[config.mk]
export PLATFORM = sky130hd
export DESIGN_NAME = mul_issue_sched
export DESIGN_NICKNAME = d
export VERILOG_FILES = /design/src/rtl/mul_issue_sched_pkg.sv /design/src/rtl/mul_issue_sched_result_fifo.sv /design/src/rtl/mul_issue_sched.sv
export SDC_FILE = /design/constraint.sdc
export NUM_CORES = 1
export LEC_CHECK = 0
export ABC_CLOCK_PERIOD_IN_PS = 4700
export CORE_AREA = 4 4 238 240
export CTS_CLUSTER_SIZE = 25
export DETAILED_ROUTE_END_ITERATION = 8
export DIE_AREA = 0 0 242 244
export GPL_ROUTABILITY_DRIVEN = 0
export PLACE_DENSITY_LB_ADDON = 0.05
export SYNTH_ARGS = -nofsm -noshare
export SYNTH_HDL_FRONTEND = slang
export SYNTH_SLANG_ARGS = --single-unit
export TNS_END_PERCENT = 30
[constraint.sdc]
create_clock -name clock -period 4.7 [get_ports clock]
set_input_delay 0.705 -clock clock [delete_from_list [all_inputs] [get_ports clock]]
set_output_delay 0.705 -clock clock [all_outputs]
set_load 0.005 [all_outputs]
[src/rtl/mul_issue_sched_pkg.sv]
// Shared widths and payload types for the multiply issue scheduler and its result FIFO.
package mul_issue_sched_pkg;

   localparam int unsigned XLEN        = 32;
   localparam int unsigned PRF_LEN     = 6;
   localparam int unsigned ROB_LEN     = 5;
   localparam int unsigned STAGE       = 8;
   localparam int unsigned DEF_MUL_LAT = STAGE;

   typedef enum logic [1:0] {
      MUL_MUL    = 2'd0,
      MUL_MULH   = 2'd1,
      MUL_MULHSU = 2'd2,
      MUL_MULHU  = 2'd3
   } MUL_FUNC;

   typedef struct packed {
      logic [XLEN-1:0]    opa;
      logic [XLEN-1:0]    opb;
      MUL_FUNC            mul_func;
      logic [PRF_LEN-1:0] dest_preg_idx;
      logic [ROB_LEN-1:0] rob_idx;
      logic [XLEN-1:0]    PC;
   } RS_MUL_PACKET;

   typedef struct packed {
      logic [XLEN-1:0]    value;
      logic [PRF_LEN-1:0] prf_idx;
      logic [ROB_LEN-1:0] rob_idx;
      logic [XLEN-1:0]    PC;
   } MUL_CDB_PACKET;

   typedef struct packed {
      logic               valid;
      logic [PRF_LEN-1:0] prf_idx;
      logic [ROB_LEN-1:0] rob_idx;
      logic [XLEN-1:0]    PC;
   } MUL_TAG;

endpackage

[src/rtl/mul_issue_sched_result_fifo.sv]
// Small result FIFO between the multiplier and the CDB; push and pop may coincide even when full.
module mul_result_fifo
   import mul_issue_sched_pkg::*;
#(
   parameter int unsigned DEPTH = 4
) (
   input  logic          clock,
   input  logic          reset,
   input  logic          clear_i,
   input  logic          push_i,
   input  MUL_CDB_PACKET data_i,
   input  logic          pop_i,
   output MUL_CDB_PACKET data_o,
   output logic          valid_o
);

   localparam int unsigned PTR_W = (DEPTH > 1) ? $clog2(DEPTH) : 1;
   localparam int unsigned CNT_W = $clog2(DEPTH + 1);

   MUL_CDB_PACKET    mem_q [DEPTH];
   MUL_CDB_PACKET    mem_d [DEPTH];
   logic [PTR_W-1:0] wr_ptr_q, wr_ptr_d;
   logic [PTR_W-1:0] rd_ptr_q, rd_ptr_d;
   logic [CNT_W-1:0] count_q, count_d;
   logic             full;
   logic             do_push;
   logic             do_pop;

   function automatic logic [PTR_W-1:0] ptr_inc(input logic [PTR_W-1:0] p);
      return (p == PTR_W'(DEPTH - 1)) ? '0 : p + PTR_W'(1);
   endfunction

   // Next-state: a pop frees the slot a same-cycle push needs when full.
   always_comb begin
      mem_d    = mem_q;
      wr_ptr_d = wr_ptr_q;
      rd_ptr_d = rd_ptr_q;
      count_d  = count_q;
      full     = (count_q == CNT_W'(DEPTH));
      do_pop   = pop_i && (count_q != '0);
      do_push  = push_i && (!full || do_pop);

      if (do_push) begin
         mem_d[wr_ptr_q] = data_i;
         wr_ptr_d        = ptr_inc(wr_ptr_q);
      end
      if (do_pop) begin
         rd_ptr_d = ptr_inc(rd_ptr_q);
      end
      count_d = count_q + CNT_W'(do_push) - CNT_W'(do_pop);

      if (clear_i) begin
         wr_ptr_d = '0;
         rd_ptr_d = '0;
         count_d  = '0;
      end
   end

   always_ff @(posedge clock or negedge reset) begin
      if (!reset) begin
         for (int i = 0; i < DEPTH; i++) begin
            mem_q[i] <= '0;
         end
         wr_ptr_q <= '0;
         rd_ptr_q <= '0;
         count_q  <= '0;
      end else begin
         mem_q    <= mem_d;
         wr_ptr_q <= wr_ptr_d;
         rd_ptr_q <= rd_ptr_d;
         count_q  <= count_d;
      end
   end

   assign data_o  = mem_q[rd_ptr_q];
   assign valid_o = (count_q != '0);

endmodule

[src/rtl/mul_issue_sched.sv]
// Round-robin issue scheduler for the pipelined multiplier: carries op metadata in a tag pipe
// alongside the datapath and buffers results under a credit limit so CDB stalls never drop one.
module mul_issue_sched
   import mul_issue_sched_pkg::*;
#(
   parameter int unsigned NUM_REQ    = 2,
   parameter int unsigned MUL_LAT    = DEF_MUL_LAT,
   parameter int unsigned OBUF_DEPTH = 4
) (
   input  logic                       clock,
   input  logic                       reset,
   input  logic [NUM_REQ-1:0]         req_valid,
   input  RS_MUL_PACKET [NUM_REQ-1:0] req_packet,
   output logic [NUM_REQ-1:0]         req_grant,
   input  logic                       flush,
   output logic                       mul_start,
   output RS_MUL_PACKET               mul_packet,
   input  logic                       mul_done,
   input  logic [XLEN-1:0]            mul_value,
   output logic                       cdb_valid,
   output logic [XLEN-1:0]            cdb_value,
   output logic [PRF_LEN-1:0]         cdb_prf_idx,
   output logic [ROB_LEN-1:0]         cdb_rob_idx,
   output logic [XLEN-1:0]            cdb_PC,
   input  logic                       cdb_ack,
   output logic                       busy,
   output logic                       protocol_err
);

   localparam int unsigned IDX_W  = (NUM_REQ > 1) ? $clog2(NUM_REQ) : 1;
   localparam int unsigned CRED_W = $clog2(OBUF_DEPTH + 1);

   logic [IDX_W-1:0]  rr_q, rr_d;
   logic [CRED_W-1:0] credit_q, credit_d;
   logic              mul_start_q, mul_start_d;
   RS_MUL_PACKET      mul_packet_q, mul_packet_d;
   logic              err_q, err_d;

   // Stage 0 is co-timed with mul_start; stage MUL_LAT lines up with the matching mul_done.
   MUL_TAG            tag_q [MUL_LAT+1];
   MUL_TAG            tag_d [MUL_LAT+1];

   logic              grant_any;
   logic [IDX_W-1:0]  grant_idx;
   logic [IDX_W-1:0]  cand_idx;
   int unsigned       cand;
   logic              head_valid;
   logic              op_lost;
   logic              fifo_push;
   logic              fifo_pop;
   logic              fifo_valid;
   MUL_CDB_PACKET     push_data;
   MUL_CDB_PACKET     fifo_head;

   // Round-robin pick: first valid requester at or after rr_q, only while credit remains.
   always_comb begin
      req_grant = '0;
      grant_any = 1'b0;
      grant_idx = '0;
      cand      = 0;
      cand_idx  = '0;
      if (reset && !flush && (credit_q != '0)) begin
         for (int unsigned k = 0; k < NUM_REQ; k++) begin
            cand     = (32'(rr_q) + k) % NUM_REQ;
            cand_idx = IDX_W'(cand);
            if (!grant_any && req_valid[cand_idx]) begin
               grant_any = 1'b1;
               grant_idx = cand_idx;
            end
         end
      end
      if (grant_any) begin
         req_grant[grant_idx] = 1'b1;
      end
   end

   always_comb begin
      rr_d         = rr_q;
      mul_start_d  = grant_any;
      mul_packet_d = mul_packet_q;
      head_valid   = tag_q[MUL_LAT].valid;
      fifo_push    = mul_done && head_valid;
      op_lost      = head_valid && !mul_done;
      fifo_pop     = fifo_valid && cdb_ack;
      err_d        = err_q | op_lost;

      push_data.value   = mul_value;
      push_data.prf_idx = tag_q[MUL_LAT].prf_idx;
      push_data.rob_idx = tag_q[MUL_LAT].rob_idx;
      push_data.PC      = tag_q[MUL_LAT].PC;

      tag_d[0].valid   = grant_any;
      tag_d[0].prf_idx = req_packet[grant_idx].dest_preg_idx;
      tag_d[0].rob_idx = req_packet[grant_idx].rob_idx;
      tag_d[0].PC      = req_packet[grant_idx].PC;
      for (int unsigned k = 1; k <= MUL_LAT; k++) begin
         tag_d[k] = tag_q[k-1];
      end

      if (grant_any) begin
         mul_packet_d = req_packet[grant_idx];
         rr_d         = (grant_idx == IDX_W'(NUM_REQ - 1)) ? '0 : grant_idx + IDX_W'(1);
      end

      credit_d = credit_q + CRED_W'(fifo_pop) + CRED_W'(op_lost) - CRED_W'(grant_any);

      // Flush squashes every tag (including the op issuing this cycle) and the FIFO.
      if (flush) begin
         for (int unsigned k = 0; k <= MUL_LAT; k++) begin
            tag_d[k].valid = 1'b0;
         end
         credit_d = CRED_W'(OBUF_DEPTH);
      end
   end

   always_ff @(posedge clock or negedge reset) begin
      if (!reset) begin
         rr_q         <= '0;
         credit_q     <= CRED_W'(OBUF_DEPTH);
         mul_start_q  <= 1'b0;
         mul_packet_q <= '0;
         err_q        <= 1'b0;
         for (int unsigned k = 0; k <= MUL_LAT; k++) begin
            tag_q[k] <= '0;
         end
      end else begin
         rr_q         <= rr_d;
         credit_q     <= credit_d;
         mul_start_q  <= mul_start_d;
         mul_packet_q <= mul_packet_d;
         err_q        <= err_d;
         for (int unsigned k = 0; k <= MUL_LAT; k++) begin
            tag_q[k] <= tag_d[k];
         end
      end
   end

   mul_result_fifo #(
      .DEPTH (OBUF_DEPTH)
   ) u_obuf (
      .clock   (clock),
      .reset   (reset),
      .clear_i (flush),
      .push_i  (fifo_push),
      .data_i  (push_data),
      .pop_i   (fifo_pop),
      .data_o  (fifo_head),
      .valid_o (fifo_valid)
   );

   always_comb begin
      busy = fifo_valid;
      for (int unsigned k = 0; k <= MUL_LAT; k++) begin
         busy = busy | tag_q[k].valid;
      end
   end

   assign mul_start    = mul_start_q;
   assign mul_packet   = mul_packet_q;
   assign cdb_valid    = fifo_valid;
   assign cdb_value    = fifo_head.value;
   assign cdb_prf_idx  = fifo_head.prf_idx;
   assign cdb_rob_idx  = fifo_head.rob_idx;
   assign cdb_PC       = fifo_head.PC;
   assign protocol_err = err_q;

endmodule

==> results.md, run 1 <==
- Initial antenna violation count: 32
- Hpwl dp: around 50 mm
- Status: finished, final reports clean
- XOR/XNOR Fraction of Synth Area: 0.00117
- CP max stage delay: 0.80 ns
- Tcrit/Tclk final: 0.791
- Critical Path Sink Type: output pin
- Resize count post-CTS: 0
- Post-Layout Cell Count: 3105
- CP Max Fanout: 38
- Reg-to-Reg Start: credit_q[2]
- Port Buf Inserts: 446
- Actual slew at the worst max-slew pin: 1.21 ns
- Max Buffers Root-to-Sink: 3
- Initial Utilization: 0.546
- WL final: 78.1 mm
- Final min period: 3.72 ns
- Cells after Synth: 1901
- First-pass GRT wire length: 121 mm
- Row count: 86
- CTS tree: yes
- FF-to-FF path depth: 4
- Kind of critical path: reg2out
- Area delta synth->final: 26.0%
- Crit-path cells: buf_12 -> mux4_2 -> clkdlybuf4s50_1
- Synth Cell Area: 29800 µm²
- Register bit count reported by yosys: 818
- Pwr Density: 473 nW/µm²
- Total GRT Usage: 0.267
- Worst skew pair latency: 0.60 ns
- Final instance area: approximately 38000 µm²
- Yosys warnings: 0
- Die Y: 244 µm
- Synthesized Nets: 2169
- Total number of vias: 18251
- Drt first-iter violations: 1471
- Reg-to-reg setup timing slack: 1.69 ns
- Max-Cap Viols: 0
- Placed cell count: a little under 3000
- Final nets: around 2600
- Fmax achieved: 269 MHz
- Avg Cell Area, Syn: about 16 µm²
- Pins Over Slew Limit: 0
- Vias per inst: a little under 6
- Synth cell types: 36
- Cell Area, Placed: between 30000 and 40000 µm²
- Compound-gate portion of the synthesized area: 0.0657
- Clock Sinks: 818
- Clock H-tree levels: 3
- # setup viols final: 0
- R2r endpoint: mul_packet[28]
- Hold Crit Depth: 0
- Overall power: 17.8 mW
- Startpoint type of the worst setup path: flip-flop
- Vias in the first global route: roughly 20000
- Largest family of logic cells by synthesized area: multiplexers
- Die area: 59000 µm²
- Routed WL per cell: 25.2 µm
- Hold Buf Count CTS: 1
- Fin Setup TNS: 0 ns
- Final hold vios: 0
- Buffer and inverter count on the worst path: 2
- Total gr overflow: 0
- Hold Crit Class: reg2reg
- Clock transition at path regs: roughly 0.060 ns
- CTS Buf Count: 81
- Share of layout cells above drive strength 1: 0.253
- # Post-CTS Setup Buffers: 0
- # DRC: 0
- Mux cell area share after synthesis: 0.187
- Post-synthesis sequential area ratio: 0.687
- RSZ-0062 raised after global routing: false
- IO Count: approximately 450
- DRT Pass-1 Iters: 5
- Max IR drop VDD: between 300 and 400 µV
- CP required: 3.99 ns
- CTS root buffer: clkbuf_16
- Synth Area in Adders: 0.00537
- Hold Startpoint: tag_d[222]
- Worst path slowest cell: dfrtp_4
- Leak: 16.5 nW
- ANT nets after route: 0
- Simple-Gate Fraction of Synth Area: 0.0274
- Slew headroom: 0.196
- Crit path max-delay family: buffers and inverters
- Worst clock skew: 0.0161 ns
- Core area: approximately 55000 µm²
- CP arrival: 3.01 ns
- Die X: 242 µm
- Hold endpoint: tag_d[178]
- Largest net degree at the start of global routing: 198
[worst register-to-register path: cells and delay by family (launching register included)]
kind / cells / cell delay [ns]
simple gates: 2 / 1.08
buf+inv: 1 / 0.90
flops: 1 / 0.54
compound gates: 1 / 0.31
[Yosys cell counts (all sizes together)]
cell,instances,share of area
mux2,343,0.13
and3,2,0.00042
a31oi,218,0.046
o2bb2ai,1,0.00029
nor3b,4,0.0010
xnor2,2,0.00059
mux4,75,0.057
a21boi,1,0.00025
nor2,7,0.00088
o21ai,111,0.019
dfstp,1,0.00088
a21oi,3,0.00050
or3b,1,0.00029
clkbuf,84,0.011
inv,9,0.0011
o31ai,1,0.00025
mux2i,1,0.00034
nand2b,4,0.00084
xor2,2,0.00059
ha,8,0.0034
nand3,111,0.019
nor4b,1,0.00080
nand2,3,0.00038
fa,3,0.0020
or3,4,0.00084
nor2b,11,0.0023
dfrtp,817,0.69
nand4,1,0.00042
buf,69,0.016
nor4,2,0.00042
or2,1,0.00021
[layer usage]
layer	wire length (µm)	part of all wire	vias up	track usage
met3	6290	0.080	171	0.0743
met2	38300	0.49	744	0.425
met5	34	0.00044	-	0
met1	29900	0.38	9545	0.339
li1	-	-	7785	-
met4	3610	0.046	6	0.141
[cells by family (layout without fill, tap and decap cells)]
| logic type | after synthesis | after routing |
|---|---|---|
| multiplexers | 419 | 419 |
| other | 0 | 26 |
| flip-flops | 818 | 818 |
| buffers and inverters | 162 | 636 |
| adder cells (fa/ha/maj) | 11 | 11 |
| AO/OA/AOI/OAI | 335 | 335 |
| XOR/XNOR | 4 | 4 |
| AND/OR/NAND/NOR | 152 | 152 |
[flip-flops by register name, summed over array words and instances (netlist names)]
name	count
credit_q	3
tag_q	8
mul_start	1
rr_q	1
push_data	43
u_obuf.mem_q	300
mul_packet	109
u_obuf.rd_ptr_q	2
tag_d	344
head_valid	1
protocol_err	1
u_obuf.count_q	3
u_obuf.wr_ptr_q	2
[report_power, final]
| group | leakage [nW] | switching (mW) | internal, mW | total [mW] |
|---|---|---|---|---|
| combinational | 4.95 | 1.49 | 1.49 | 2.99 |
| clock | 1.36 | 2.63 | 3.86 | 6.49 |
| sequential | 10.2 | 0.506 | 7.78 | 8.29 |
| total | 16.5 | 4.63 | 13.1 | 17.8 |
[cell usage in the layout (no fill, tap or decap), drive strengths merged, types with 2 or more instances in the layout]
| master | count |
|---|---|
| nor3b | 4 |
| and3 | 2 |
| nor4 | 2 |
| xnor2 | 2 |
| nand3 | 111 |
| a21oi | 3 |
| fa | 3 |
| dfrtp | 817 |
| bufinv | 5 |
| clkdlybuf4s50 | 444 |
| xor2 | 2 |
| clkinv | 21 |
| nor2 | 7 |
| nor2b | 11 |
| nand2 | 3 |
| diode | 26 |
| clkbuf | 120 |
| nand2b | 4 |
| mux4 | 75 |
| a31oi | 218 |
| mux2 | 343 |
| buf | 32 |
| or3 | 4 |
| o21ai | 111 |
| inv | 12 |
| ha | 8 |
[through the flow]
step	hold slack [ns]	setup slack, ns	util
finish	0.342	0.981	0.687
CTS	0.343	0.853	0.686
global route	0.337	0.787	0.687
detailed placement	0.335	1.06	0.636
floorplan	0.331	1.78	-
global placement	0.331	1.11	0.636
[worst max path at each step]
stage | cells after the start | to | slack, ns | startpoint
floorplan | 10 | credit_q[2] | 1.78 | flush
global placement | 5 | req_grant[0] | 1.11 | req_valid[0]
detailed placement | 5 | req_grant[0] | 1.06 | req_valid[0]
CTS | 3 | cdb_prf_idx[2] | 0.85 | u_obuf.rd_ptr_q[0]
global route | 3 | cdb_prf_idx[2] | 0.79 | u_obuf.rd_ptr_q[0]
finish | 3 | cdb_value[11] | 0.98 | u_obuf.rd_ptr_q[0]
[area by class of cell]
class                      count  area (µm²)
clock inverter                30         297
antenna                       26        65.1
tap                          704         881
timing repair buffer         477        4790
clock buffer                 120        2430
sequential                   818       20500
inverter                       9        33.8
fill                        3778       17100
multi-input combinational    921        8600
Note: power is estimated with default switching activity, not from simulation.
==> run 2, diff against run 1 <==
--- a/config.mk
+++ b/config.mk
@@ -5,11 +5,11 @@
 export SDC_FILE = /design/constraint.sdc
 export NUM_CORES = 1
 export LEC_CHECK = 0
-export ABC_CLOCK_PERIOD_IN_PS = 4700
-export CORE_AREA = 4 4 238 240
+export ABC_CLOCK_PERIOD_IN_PS = 3600
+export CORE_AREA = 4 4 240 242
 export CTS_CLUSTER_SIZE = 25
 export DETAILED_ROUTE_END_ITERATION = 8
-export DIE_AREA = 0 0 242 244
+export DIE_AREA = 0 0 244 246
 export GPL_ROUTABILITY_DRIVEN = 0
 export PLACE_DENSITY_LB_ADDON = 0.05
 export SYNTH_ARGS = -nofsm -noshare
==> constraint.sdc (replaced) <==
create_clock -name clock -period 3.6 [get_ports clock]
set_input_delay 0.54 -clock clock [delete_from_list [all_inputs] [get_ports clock]]
set_output_delay 0.54 -clock clock [all_outputs]
set_load 0.005 [all_outputs]
==> run 2 against run 1 <==
Die area grew 1.7%. Clock skew grew 0.0020 ns. First-iteration DRC count shrank 12%. Non-clock buffer count grew 9. Global-route usage grew 0.088 points. Clock power grew 34%. Cell count grew 1.8%. Sequential share of layout area shrank 0.39 points. Largest cell class unchanged.
==> results.md, run 2 (synthesis results as in run 1) <==
- Status: finished, final reports clean
- CP Max Fanout: 31 (-18%)
- Psw: 6.08 mW (+31%)
- Core area: 55100 µm² (+0.79%)
- Fmax achieved: ~290 MHz
- Actual slew at the worst max-slew pin: 1.17 ns (-0.0337 ns)
- Initial Utilization: 0.541 (-0.00426)
- CTS Buf Count: 82 (+1.2%)
- Routed WL per cell: 25.3 µm (+0.56%)
- DRT Pass-1 Iters: 6 (+1)
- Busiest grt layer: met2
- Met3 usage: 0.0678 (-0.00654)
- Total gr overflow: 0 (unchanged)
- Hold Crit Class: in2async
- Most common cell after layout, fill and taps aside: dfrtp_1
- Clock power share: 0.370 (+0.005)
- # DRC: 0 (unchanged)
- Fin Setup TNS: 0 ns (unchanged)
- Final nets: 2586 (+0.39%)
- Resize count post-CTS: 0 (unchanged)
- Hpwl dp: 50.6 mm (+3.0%)
- Worst clock skew: 0.0181 ns (+0.00199 ns)
- Placed cell count: 2981 (+1.8%)
- Final min period: approximately 3.4 ns
- Worst skew pair latency: 0.61 ns (about the same)
- ANT nets after route: 0 (unchanged)
- # setup viols final: 0 (unchanged)
- WL final: 80.0 mm (+2.3%)
- Met2 GRT Util: 0.428 (+0.00296)
- Area delta synth->final: 26.9%
- Largest net degree at the start of global routing: 207 (+4.5%)
- Clock Sinks: 818 (unchanged)
- First-pass GRT wire length: 123 mm (+1.1%)
- Tcrit/Tclk final: 0.957
- Final hold vios: 0 (unchanged)
- Max IR drop VDD: 456 µV (+29%)
- Row count: 86 (unchanged)
- Switching share of power: 0.259 (-0.00128)
- Commonest cells after routing, fill and taps aside: 815 x dfrtp_1, 444 x clkdlybuf4s50_1, 343 x mux2_2
- Vias per inst: 5.80 (-1.3%)
- Comb pwr share: 0.167 (about the same)
- Max-Cap Viols: 0 (unchanged)
- Hold Buf Count CTS: 1 (unchanged)
- P_int: 17.4 mW (+32%)
- CP arrival: 2.91 ns (-0.10 ns)
- Clock transition at path regs: 0.06 ns (about the same)
- Part of the power in registers: 0.463 (-0.004)
- Post-Layout Cell Count: 3160 (+1.8%)
- Slew headroom: 0.218 (+0.0224)
- Port Buf Inserts: 446 (unchanged)
- Leak: 16.6 nW (+0.44%)
- IO Count: 447 (unchanged)
- CTS tree: yes
- Critical Path Sink Type: output pin
- CP required: 3.06 ns (-0.93 ns)
- Die area: 60000 µm² (+1.7%)
- Share of layout cells above drive strength 1: 0.254 (+0.00115)
- Overall power: 23.4 mW (+32%)
- Die Y: 246 µm (+0.82%)
- Startpoint type of the worst setup path: flip-flop
- Max Buffers Root-to-Sink: 3 (unchanged)
- Vias in the first global route: 20128 (+1.5%)
- Clock H-tree levels: 3 (unchanged)
- Total GRT Usage: 0.268 (+0.000881)
- CTS root buffer: clkbuf_16
- RSZ-0062 raised after global routing: false
- Met1 Use GR: 0.340 (+0.000619)
- Pins Over Slew Limit: 0 (unchanged)
- Max FFs per register: 344 (unchanged)
- Pwr Density: 619 nW/µm² (+31%)
- Total number of vias: 18328 (+0.42%)
- Kind of critical path: reg2out
- Drt first-iter violations: 1301 (-12%)
- Fill cell count: 3842 (+1.7%)
- Initial antenna violation count: 37 (+16%)
- Die X: 244 µm (+0.83%)
- # Post-CTS Setup Buffers: 0 (unchanged)
[run 2: cell count changes in the layout (fill, tap and decap cells not counted), sizes merged]
| cell | delta |
|---|---|
| buf | +9 |
| clkinv | -9 |
| diode | +6 |
| clkbuf | +3 |
| clkinvlp | +2 |
| bufinv | +1 |
| inv | -1 |
[run 2: final timing paths]
path,slack [ns],depth (start not counted),startpoint,to
setup / recovery,0.15,3,u_obuf.rd_ptr_q[0],cdb_PC[6]
hold / removal,0.33,2,reset,u_obuf.mem_q[250]
setup reg to reg,1.02,9,u_obuf.count_q[1],u_obuf.count_q[2]
hold reg to reg,0.33,0,tag_d[272],tag_d[228]
max in group asynchronous,1.13,4,reset,u_obuf.mem_q[290]
min in group clock,0.33,0,tag_d[272],tag_d[228]
[run 2: final cells by class]
cell class,count,area [µm²],share of cell area
Inverter,9,33.8,0.000893
Clock buffer,123,2480,0.0655
Clock inverter,23,314,0.00830
Tap cell,748,936,0.0247
Timing Repair Buffer,486,4920,0.130
Sequential cell,818,20500,0.541
Antenna cell,32,80.1,0.00212
Multi-Input combinational cell,921,8600,0.227
[run 2: metrics by stage]
step	area, µm²	utilization	hold slack, ns	setup WS, ns
6_report	37800	0.687	0.333	0.154
5_1_grt	37800	0.687	0.309	0.00370
4_1_cts	37800	0.685	0.300	0.0511
3_5_place_dp	35000	0.634	0.335	0.528
3_3_place_gp	35000	0.634	0.331	0.574
2_1_floorplan	29800	-	0.244	0.845
[run 2: routing by layer]
metal | wire length, µm | vias to the layer above
met5 | 67 | -
met4 | 3520 | 8
met3 | 5710 | 142
met2 | 39900 | 747
met1 | 30800 | 9611
li1 | - | 7820
[run 2: worst max-delay path: stages, from the launching register on]
cell	delay, ns
dfrtp_4	0.92
buf_4	0.35
mux4_2	0.54
clkdlybuf4s50_1	0.48
[run 2: power groups by stage]
stage	registers (mW)	logic (mW)	clock network, mW
floorplan	10.7	1.66	0
global placement	11.0	3.85	0
detailed placement	11.0	3.90	0
CTS	10.8	3.93	8.87
global route	10.9	4.22	9.26
finish	10.8	3.92	8.67
